**config.mk**
```make
export PLATFORM = sky130hd
export DESIGN_NAME = binary_search_engine
export DESIGN_NICKNAME = d
export VERILOG_FILES = /design/src/rtl/binary_search_engine.sv
export SDC_FILE = /design/constraint.sdc
export NUM_CORES = 1
export LEC_CHECK = 0
export CORE_MARGIN = 2
export CORE_UTILIZATION = 53
export DETAILED_ROUTE_END_ITERATION = 7
export HOLD_SLACK_MARGIN = 0.12
export MAX_ROUTING_LAYER = met4
export PLACE_DENSITY = 0.86
export SLEW_MARGIN = 10
export SYNTH_ARGS = -nofsm -noshare
export SYNTH_HDL_FRONTEND = slang
export SYNTH_SLANG_ARGS = --single-unit
```
**constraint.sdc**
```tcl
create_clock -name clock -period 2.65 [get_ports clock]
set_input_delay 0.3975 -clock clock [delete_from_list [all_inputs] [get_ports clock]]
set_output_delay 0.3975 -clock clock [all_outputs]
set_load 0.01 [all_outputs]
```
**src/rtl/binary_search_engine.sv**
```systemverilog
// Sequential binary search (exact match / lower bound) over an external sorted memory.
// Optional BSEARCH_PROBE_CNT_EN adds a 'probes' output counting reads of the current search.
module binary_search_engine #(
   parameter int DATA_W  = 8,
   parameter int ADDR_W  = 5,
   parameter int MEM_LAT = 1
) (
   input  logic              clock,
   input  logic              reset,
   input  logic              s,
   input  logic [DATA_W-1:0] tin,
   input  logic              mode,
   input  logic [DATA_W-1:0] din,
   output logic [ADDR_W-1:0] addo,
   output logic              rd_en,
   output logic              found,
   output logic              done,
   output logic [ADDR_W-1:0] addf
`ifdef BSEARCH_PROBE_CNT_EN
   ,
   output logic [ADDR_W:0]   probes
`endif
);

   localparam int CW = (MEM_LAT > 1) ? $clog2(MEM_LAT) : 1;
   localparam logic [CW-1:0]   WAIT_LAST = CW'(MEM_LAT - 1);
   localparam logic [ADDR_W:0] DEPTH     = {1'b1, {ADDR_W{1'b0}}};
   localparam logic [ADDR_W:0] ONE       = (ADDR_W + 1)'(1);

   typedef enum logic [2:0] {
      S_IDLE,
      S_CALC,
      S_WAIT,
      S_CMP,
      S_FIN,
      S_DONE
   } state_t;

   state_t            state, state_n;
   logic [DATA_W-1:0] t_q, t_n;
   logic              m_q, m_n;
   logic [ADDR_W:0]   lo, lo_n, hi, hi_n, mid;
   logic [CW-1:0]     wcnt, wcnt_n;
   logic [ADDR_W-1:0] addo_n, addf_n;
   logic              rd_en_n, found_n, done_n;

   // [lo, hi) never exceeds 2**ADDR_W while lo < hi, so the sum fits in ADDR_W+1 bits.
   assign mid = (lo + hi) >> 1;

   always_ff @(posedge clock) begin
      if (reset) begin
         state <= S_IDLE;
         t_q   <= '0;
         m_q   <= 1'b0;
         lo    <= '0;
         hi    <= '0;
         wcnt  <= '0;
         addo  <= '0;
         rd_en <= 1'b0;
         found <= 1'b0;
         done  <= 1'b0;
         addf  <= '0;
      end else begin
         state <= state_n;
         t_q   <= t_n;
         m_q   <= m_n;
         lo    <= lo_n;
         hi    <= hi_n;
         wcnt  <= wcnt_n;
         addo  <= addo_n;
         rd_en <= rd_en_n;
         found <= found_n;
         done  <= done_n;
         addf  <= addf_n;
      end
   end

   always_comb begin
      state_n = state;
      t_n     = t_q;
      m_n     = m_q;
      lo_n    = lo;
      hi_n    = hi;
      wcnt_n  = wcnt;
      addo_n  = addo;
      rd_en_n = 1'b0;
      found_n = found;
      done_n  = done;
      addf_n  = addf;
      case (state)
         S_IDLE: begin
            if (s) begin
               t_n     = tin;
               m_n     = mode;
               lo_n    = '0;
               hi_n    = DEPTH;
               found_n = 1'b0;
               addf_n  = '0;
               done_n  = 1'b0;
               state_n = S_CALC;
            end
         end
         S_CALC: begin
            if (lo < hi) begin
               addo_n  = mid[ADDR_W-1:0];
               rd_en_n = 1'b1;
               wcnt_n  = '0;
               state_n = S_WAIT;
            end else begin
               state_n = S_FIN;
            end
         end
         S_WAIT: begin
            if (wcnt == WAIT_LAST) state_n = S_CMP;
            else                   wcnt_n  = wcnt + CW'(1);
         end
         S_CMP: begin
            if (!m_q && (din == t_q)) begin
               found_n = 1'b1;
               addf_n  = mid[ADDR_W-1:0];
               state_n = S_FIN;
            end else begin
               // Lower-bound mode treats equality like "greater" to keep narrowing left.
               if (din < t_q) lo_n = mid + ONE;
               else           hi_n = mid;
               state_n = S_CALC;
            end
         end
         S_FIN: begin
            if (m_q) begin
               found_n = ~lo[ADDR_W];
               addf_n  = lo[ADDR_W] ? '0 : lo[ADDR_W-1:0];
            end
            done_n  = 1'b1;
            state_n = S_DONE;
         end
         S_DONE: begin
            if (!s) begin
               done_n  = 1'b0;
               state_n = S_IDLE;
            end
         end
         default: state_n = S_IDLE;
      endcase
   end

`ifdef BSEARCH_PROBE_CNT_EN
   always_ff @(posedge clock) begin
      if (reset)                        probes <= '0;
      else if ((state == S_IDLE) && s)  probes <= '0;
      else if ((state == S_CALC) && (lo < hi)) probes <= probes + ONE;
   end
`endif

endmodule

```
==> results of run 1 <==
==> routing by layer <==
metal	global-route usage, %	wire (µm)
met1	27.9	2110
met2	41.9	2390
met3	5.24	238
met4	8.93	93
met5	-	0
==> layout make-up <==
type,instances,area share (%)
tap,48,2.29
inverter,16,2.29
clock buffer,6,3.15
clock inverter,1,0.286
multi-input combinational,184,46.9
sequential,37,28.2
timing repair buffer,45,16.9
==> per-stage QoR <==
step,TNS (ns),std cells,worst slack [ns]
2_1_floorplan,0,250,0.292
3_3_place_gp,0,330,0.00119
3_5_place_dp,-0.129,330,-0.0879
4_1_cts,0,337,0.221
5_1_grt,0,337,0.0657
6_report,0,337,0.217
==> synthesized netlist by cell type, types with 3 or more instances <==
master | n | area [µm²]
dfxtp_1 | 37 | 741
nand2_1 | 30 | 113
a21oi_1 | 26 | 130
nor2_1 | 24 | 90.1
ha_1 | 18 | 225
inv_1 | 14 | 52.6
clkbuf_1 | 10 | 37.5
a211oi_1 | 7 | 52.6
a22oi_1 | 7 | 52.6
mux2i_1 | 6 | 60.1
nor3_1 | 6 | 30.0
a211o_1 | 5 | 43.8
nand3_1 | 5 | 25.0
nand2b_1 | 4 | 25.0
nand4_1 | 4 | 25.0
nor2b_1 | 4 | 25.0
a21o_1 | 3 | 22.5
and2_1 | 3 | 18.8
buf_2 | 3 | 15.0
nand3b_1 | 3 | 22.5
or3_1 | 3 | 18.8
==> cell usage in the layout, fill, tap and decap left out, types with 2 or more instances in the layout <==
cell,synthesis,routed
a211o_1,5,5
a211oi_1,7,7
a21o_1,3,3
a21oi_1,26,26
a22oi_1,7,7
and2_1,3,3
and3_1,2,2
and4_1,2,2
buf_12,0,2
buf_4,0,11
clkbuf_8,0,6
clkdlybuf4s50_1,0,32
dfxtp_1,37,37
ha_1,18,18
inv_1,14,14
mux2i_1,6,6
nand2_1,30,30
nand2b_1,4,4
nand3_1,5,5
nand3b_1,3,3
nand4_1,4,4
nor2_1,24,24
nor2b_1,4,4
nor3_1,6,6
o21ai_0,2,2
or3_1,3,3
xnor2_1,2,2
xor2_1,2,2
==> power by group <==
| group | internal [µW] | switching (µW) | total [µW] |
|---|---|---|---|
| registers | 593 | 31.8 | 625 |
| logic | 162 | 164 | 326 |
| clock network | 205 | 201 | 406 |
| total | 960 | 396 | 1360 |
==> path summary, 6_finish.rpt <==
check / endpoint / slack, ns / depth (start not counted)
setup / recovery: lo[0] / 0.22 / 8
hold / removal: t_q[5] / 0.46 / 2
setup reg to reg: lo[4] / 0.33 / 8
hold reg to reg: t_q[5] / 0.46 / 2
==> flip-flops by register name (all words and copies together), names as in the netlist <==
| name | cells |
|---|---|
| found | 1 |
| t_q | 8 |
| addf | 5 |
| m_q | 1 |
| state | 3 |
| hi | 6 |
| addo | 5 |
| rd_en | 1 |
| done | 1 |
| lo | 6 |
==> cells by family (layout without fill, tap and decap cells) <==
family / Yosys count / count (layout) / share of synthesized area (%)
XOR/XNOR: 5 / 5 / 2.46
multiplexers: 6 / 6 / 2.88
adder cells (fa/ha/maj): 19 / 19 / 11.8
flip-flops: 37 / 37 / 35.6
AND/OR/NAND/NOR: 93 / 93 / 21.5
AO/OA/AOI/OAI: 61 / 61 / 20.4
buffers and inverters: 29 / 68 / 5.41
==> worst min-delay path: stages (launching register included) <==
cell,delay (ns)
dfxtp_1,0.31
nand2_1,0.05
a21oi_1,0.05
==> results.json, run 1 <==
{
  "status": "completed",
  "crit_chain": "clkdlybuf4s50_1, ha_1, a21o_1, a2111oi_4, nor2_1, or3_1, or3_1, a21oi_1",
  "slowest_delay_ns": 0.42,
  "skew_ns": 0.00456,
  "grt.overflow.total": 0,
  "rsz0062_at_grt": "no",
  "finalInstanceArea_mm2": 0.00262,
  "place_congestion": 0.873,
  "cp_max_fo": 3,
  "n_antenna_cell": 0,
  "finalWirelength_mm": 4.83,
  "clk_path_buf_depth": 2,
  "tightest_slew_ns": 0.568,
  "max-vdd-ir-drop_mv": 0.342,
  "post_cts_buffers": 0,
  "synthArstFlopShare_pct": 0,
  "holdWs_ns": 0.457,
  "clock.fmax_mhz": 411,
  "place_area_mm2": 0.00253,
  "synth-seq-cells": 37,
  "placement.io_buffers": 32,
  "final_nets": 328,
  "power_density_mw_per_mm2": 517,
  "critPathKind": "in -> reg",
  "drc": 0,
  "root_buffer": "clkbuf_8",
  "reg2reg_from": "lo[0]",
  "antenna_found_initial": 0,
  "cts.sink_count": 37,
  "p_leak_uw": 0.00105,
  "fp.dieH_um": 66.7,
  "cts_tree": "done",
  "seq_area_frac_synth_pct": 35.6,
  "multiInputGateArea_mm2": 0.00123,
  "cts_resized": 0,
  "grt_pass1_wl_mm": 7.98,
  "drt_iter0_markers": 80,
  "syn2layout_area_growth_pct": 26.0,
  "synthCells": 250,
  "synth_edf_count": 0,
  "syn_area_mm2": 0.00208,
  "fp.dieW_um": 66.7,
  "syn_avg_cell_area_um2": 8.33,
  "cts_inserted_buffers": 5,
  "crit_slowest_cell": "clkdlybuf4s50_1",
  "worstSetupStartpointType": "input port",
  "max_cap_violations": 0,
  "first_global_vias": 1743,
  "hold_violations": 0,
  "critPathArrivalTime_ns": 2.66,
  "clock_latency_ns": 0.29,
  "num_io_pins": 33,
  "fin_crit_sh_pct": 91.8,
  "start_util_pct": 56.0,
  "synth_cell_types": 44,
  "die_area_mm2": 0.00445,
  "holdBufCountCts": 0,
  "synth_nets": 289,
  "path_common_cell": "or3_1",
  "drive_above_1_share_pct": 8.30,
  "startpoint": "din[6]",
  "rows": 22,
  "path_delay_family": "simple AND/OR/NAND/NOR gates",
  "via_per_inst": 5.61,
  "path_buf_inv": 1,
  "wl_per_cell_um": 14.3,
  "grt_max_degree": 26,
  "final.fill_count": 289,
  "core_area_mm2": 0.00372,
  "slew_violations": 0,
  "grt_usage_pct": 24.4,
  "cts.clk_slew.worst_paths_ns": 0.07,
  "hp-class": "reg -> reg",
  "crit_required_ns": 2.87,
  "first_pass_iters": 4,
  "slew_headroom_pct": 62.0,
  "cp-end-kind": "flop",
  "synth_warnings": 0,
  "dp_hpwl_mm": 3.62,
  "post-route-util_pct": 70.6,
  "regArea_um2": 741,
  "synth-main-ff-cell": "dfxtp_1",
  "power_uw": 1360,
  "ant_nets": 0,
  "hp-start": "t_q[5]",
  "fin_crit_ns": 2.43,
  "setup_viol": 0,
  "htreeDepth": 2,
  "vias": 1892
}
No activity file was read; power rests on OpenSTA's default activity.
==> inputs of run 2 (changes only) <==
==> constraint.sdc (replaced) <==
create_clock -name clock -period 2.7 [get_ports clock]
set_input_delay 0.405 -clock clock [delete_from_list [all_inputs] [get_ports clock]]
set_output_delay 0.405 -clock clock [all_outputs]
set_load 0.01 [all_outputs]
==> run 2 against run 1 <==
Against the previous run: wire length shrank 2.5%; sequential power is 2% lower; die area stayed put; final cell count rose by 0.59%; cell area grew 1.6%; setup slack gained 0.12 ns; largest power group unchanged.
==> results.json, run 2 (synthesized netlist as in run 1, its figures left out) <==
{
  "crit_required_ns": 2.93,
  "max_cap_violations": 0,
  "clock.fmax_mhz": 423,
  "skew_ns": 0.00431,
  "vias": 1874,
  "clock_latency_ns": 0.30,
  "pwr-share-seq_pct": 40.3,
  "tightest_slew_ns": 0.497,
  "path_common_cell": "or3_1",
  "core_area_mm2": 0.00372,
  "cts.clk_slew.worst_paths_ns": 0.08,
  "holdBufCountCts": 0,
  "finalInstanceArea_mm2": 0.00267,
  "post-route-util_pct": 71.7,
  "final.fill_count": 280,
  "final_cell_mix": "dfxtp_1 (37), clkdlybuf4s50_1 (32), nand2_1 (30), a21oi_1 (26), nor2_1 (24)",
  "r2r_slack_ns": 0.42,
  "critPathKind": "in -> reg",
  "p_clk_share_pct": 38.8,
  "largest_register_ffs": 8,
  "setup_viol": 0,
  "crit_slowest_cell": "clkdlybuf4s50_1",
  "place_congestion": 0.908,
  "first_pass_iters": 4,
  "drt_iter0_markers": 69,
  "antenna_found_initial": 0,
  "fp.dieW_um": 66.7,
  "final_cells": 339,
  "grt_max_degree": 16,
  "hold_violations": 0,
  "htreeDepth": 2,
  "critPathArrivalTime_ns": 2.60,
  "net-switching-power_uw": 411,
  "start_util_pct": 56.0,
  "dp_hpwl_mm": 3.46,
  "hp-class": "reg -> reg",
  "fp.dieH_um": 66.7,
  "place_area_mm2": 0.00253,
  "cp-end-kind": "flop",
  "syn2layout_area_growth_pct": 28.0,
  "dp_cells": 331,
  "fin_crit_ns": 2.36,
  "crit_chain": "clkdlybuf4s50_1, ha_1, and4_1, a2111oi_4, nor2_1, or3_1, or3_1, a21oi_1",
  "rows": 22,
  "grt_usage_pct": 24.0,
  "p_leak_uw": 0.00107,
  "grt_pass1_wl_mm": 7.88,
  "cp_max_fo": 3,
  "cts_tree": "done",
  "largest_register": "t_q",
  "layout_commonest_cell": "dfxtp_1",
  "wl_per_cell_um": 13.9,
  "placement.io_buffers": 32,
  "post_cts_buffers": 0,
  "cts_resized": 0,
  "combPwrFrac_pct": 21.0,
  "slew_headroom_pct": 66.8,
  "max-vdd-ir-drop_mv": 0.495,
  "root_buffer": "clkbuf_8",
  "power_density_mw_per_mm2": 571,
  "switching_share_pct": 27.0,
  "via_per_inst": 5.53,
  "clk_path_buf_depth": 2,
  "tns_ns": 0,
  "finalWirelength_mm": 4.71,
  "rsz0062_at_grt": "no",
  "fin_crit_sh_pct": 87.5,
  "path_buf_inv": 1,
  "worstSetupStartpointType": "input port",
  "holdWs_ns": 0.458,
  "drive_above_1_share_pct": 8.93,
  "internal_power_uw": 1110,
  "cts_inserted_buffers": 5,
  "reg_top3": "t_q x8, hi x6, lo x6",
  "die_area_mm2": 0.00445,
  "path_delay_family": "simple AND/OR/NAND/NOR gates",
  "slowest_delay_ns": 0.41,
  "num_io_pins": 33,
  "grt.overflow.total": 0,
  "n_antenna_cell": 0,
  "final_nets": 329,
  "ant_nets": 0,
  "first_global_vias": 1737,
  "cts.sink_count": 37,
  "status": "completed",
  "drc": 0,
  "slew_violations": 0
}
[run 2: changes by cell type in the layout (fill, tap and decap cells not counted)]
cell | before | now
buf_12 | 2 | 1
buf_4 | 11 | 13
bufinv_16 | 0 | 2
clkbuf_8 | 6 | 5
clkinvlp_4 | 1 | 0
inv_6 | 0 | 1
[run 2: stage by stage]
| stage | worst slack, ns | total power [µW] |
|---|---|---|
| after floorplan | 0.335 | 810 |
| after global placement | 0.0587 | 932 |
| after detailed placement | 0.0177 | 943 |
| after CTS | 0.317 | 1530 |
| after global routing | 0.158 | 1590 |
| final | 0.336 | 1520 |
[run 2: worst min-delay path, delay by kind of cell (launching register included)]
family,cells,cell delay [ns]
flip-flops,1,0.31
AND/OR/NAND/NOR,1,0.05
AO/OA/AOI/OAI,1,0.05
[run 2: power by group through the flow]
stage / combinational, µW / sequential (µW) / clock (µW)
floorplan: 192 / 618 / 0
global placement: 309 / 624 / 0
detailed placement: 318 / 625 / 0
CTS: 321 / 613 / 595
global route: 356 / 619 / 618
finish: 319 / 613 / 591
[run 2: routing by layer]
metal	vias to the layer above	track usage (%)	part of all wire (%)
met5	-	-	0
met3	6	5.57	4.4
li1	963	-	-
met2	35	39.8	48
met4	0	7.40	1.3
met1	870	28.9	46
[run 2: layout make-up]
type | count | area [µm²] | share of cell area (%)
flip-flops and latches | 37 | 741 | 27.8
repair buffers | 46 | 438 | 16.4
inverters | 16 | 60.1 | 2.25
well taps | 48 | 60.1 | 2.25
multi-input cells | 184 | 1230 | 46.1
clock inverters | 3 | 68.8 | 2.58
clock buffers | 5 | 68.8 | 2.58
[run 2: final timing paths]
kind              startpoint  endpoint  depth (start not counted)
setup reg to reg       lo[0]     lo[4]                          8
hold / removal        t_q[5]    t_q[5]                          2
hold reg to reg       t_q[5]    t_q[5]                          2
setup / recovery      din[7]     lo[0]                          8
==> inputs of run 3 (changes only) <==
--- a/config.mk
+++ b/config.mk
@@ -5,10 +5,10 @@
 export SDC_FILE = /design/constraint.sdc
 export NUM_CORES = 1
 export LEC_CHECK = 0
+export CAP_MARGIN = 25
 export CORE_MARGIN = 2
 export CORE_UTILIZATION = 53
 export DETAILED_ROUTE_END_ITERATION = 7
-export HOLD_SLACK_MARGIN = 0.12
 export MAX_ROUTING_LAYER = met4
 export PLACE_DENSITY = 0.86
 export SLEW_MARGIN = 10
==> results of run 3 <==
Same layout as run 2: the final DEF is identical, and so are final timing and power.
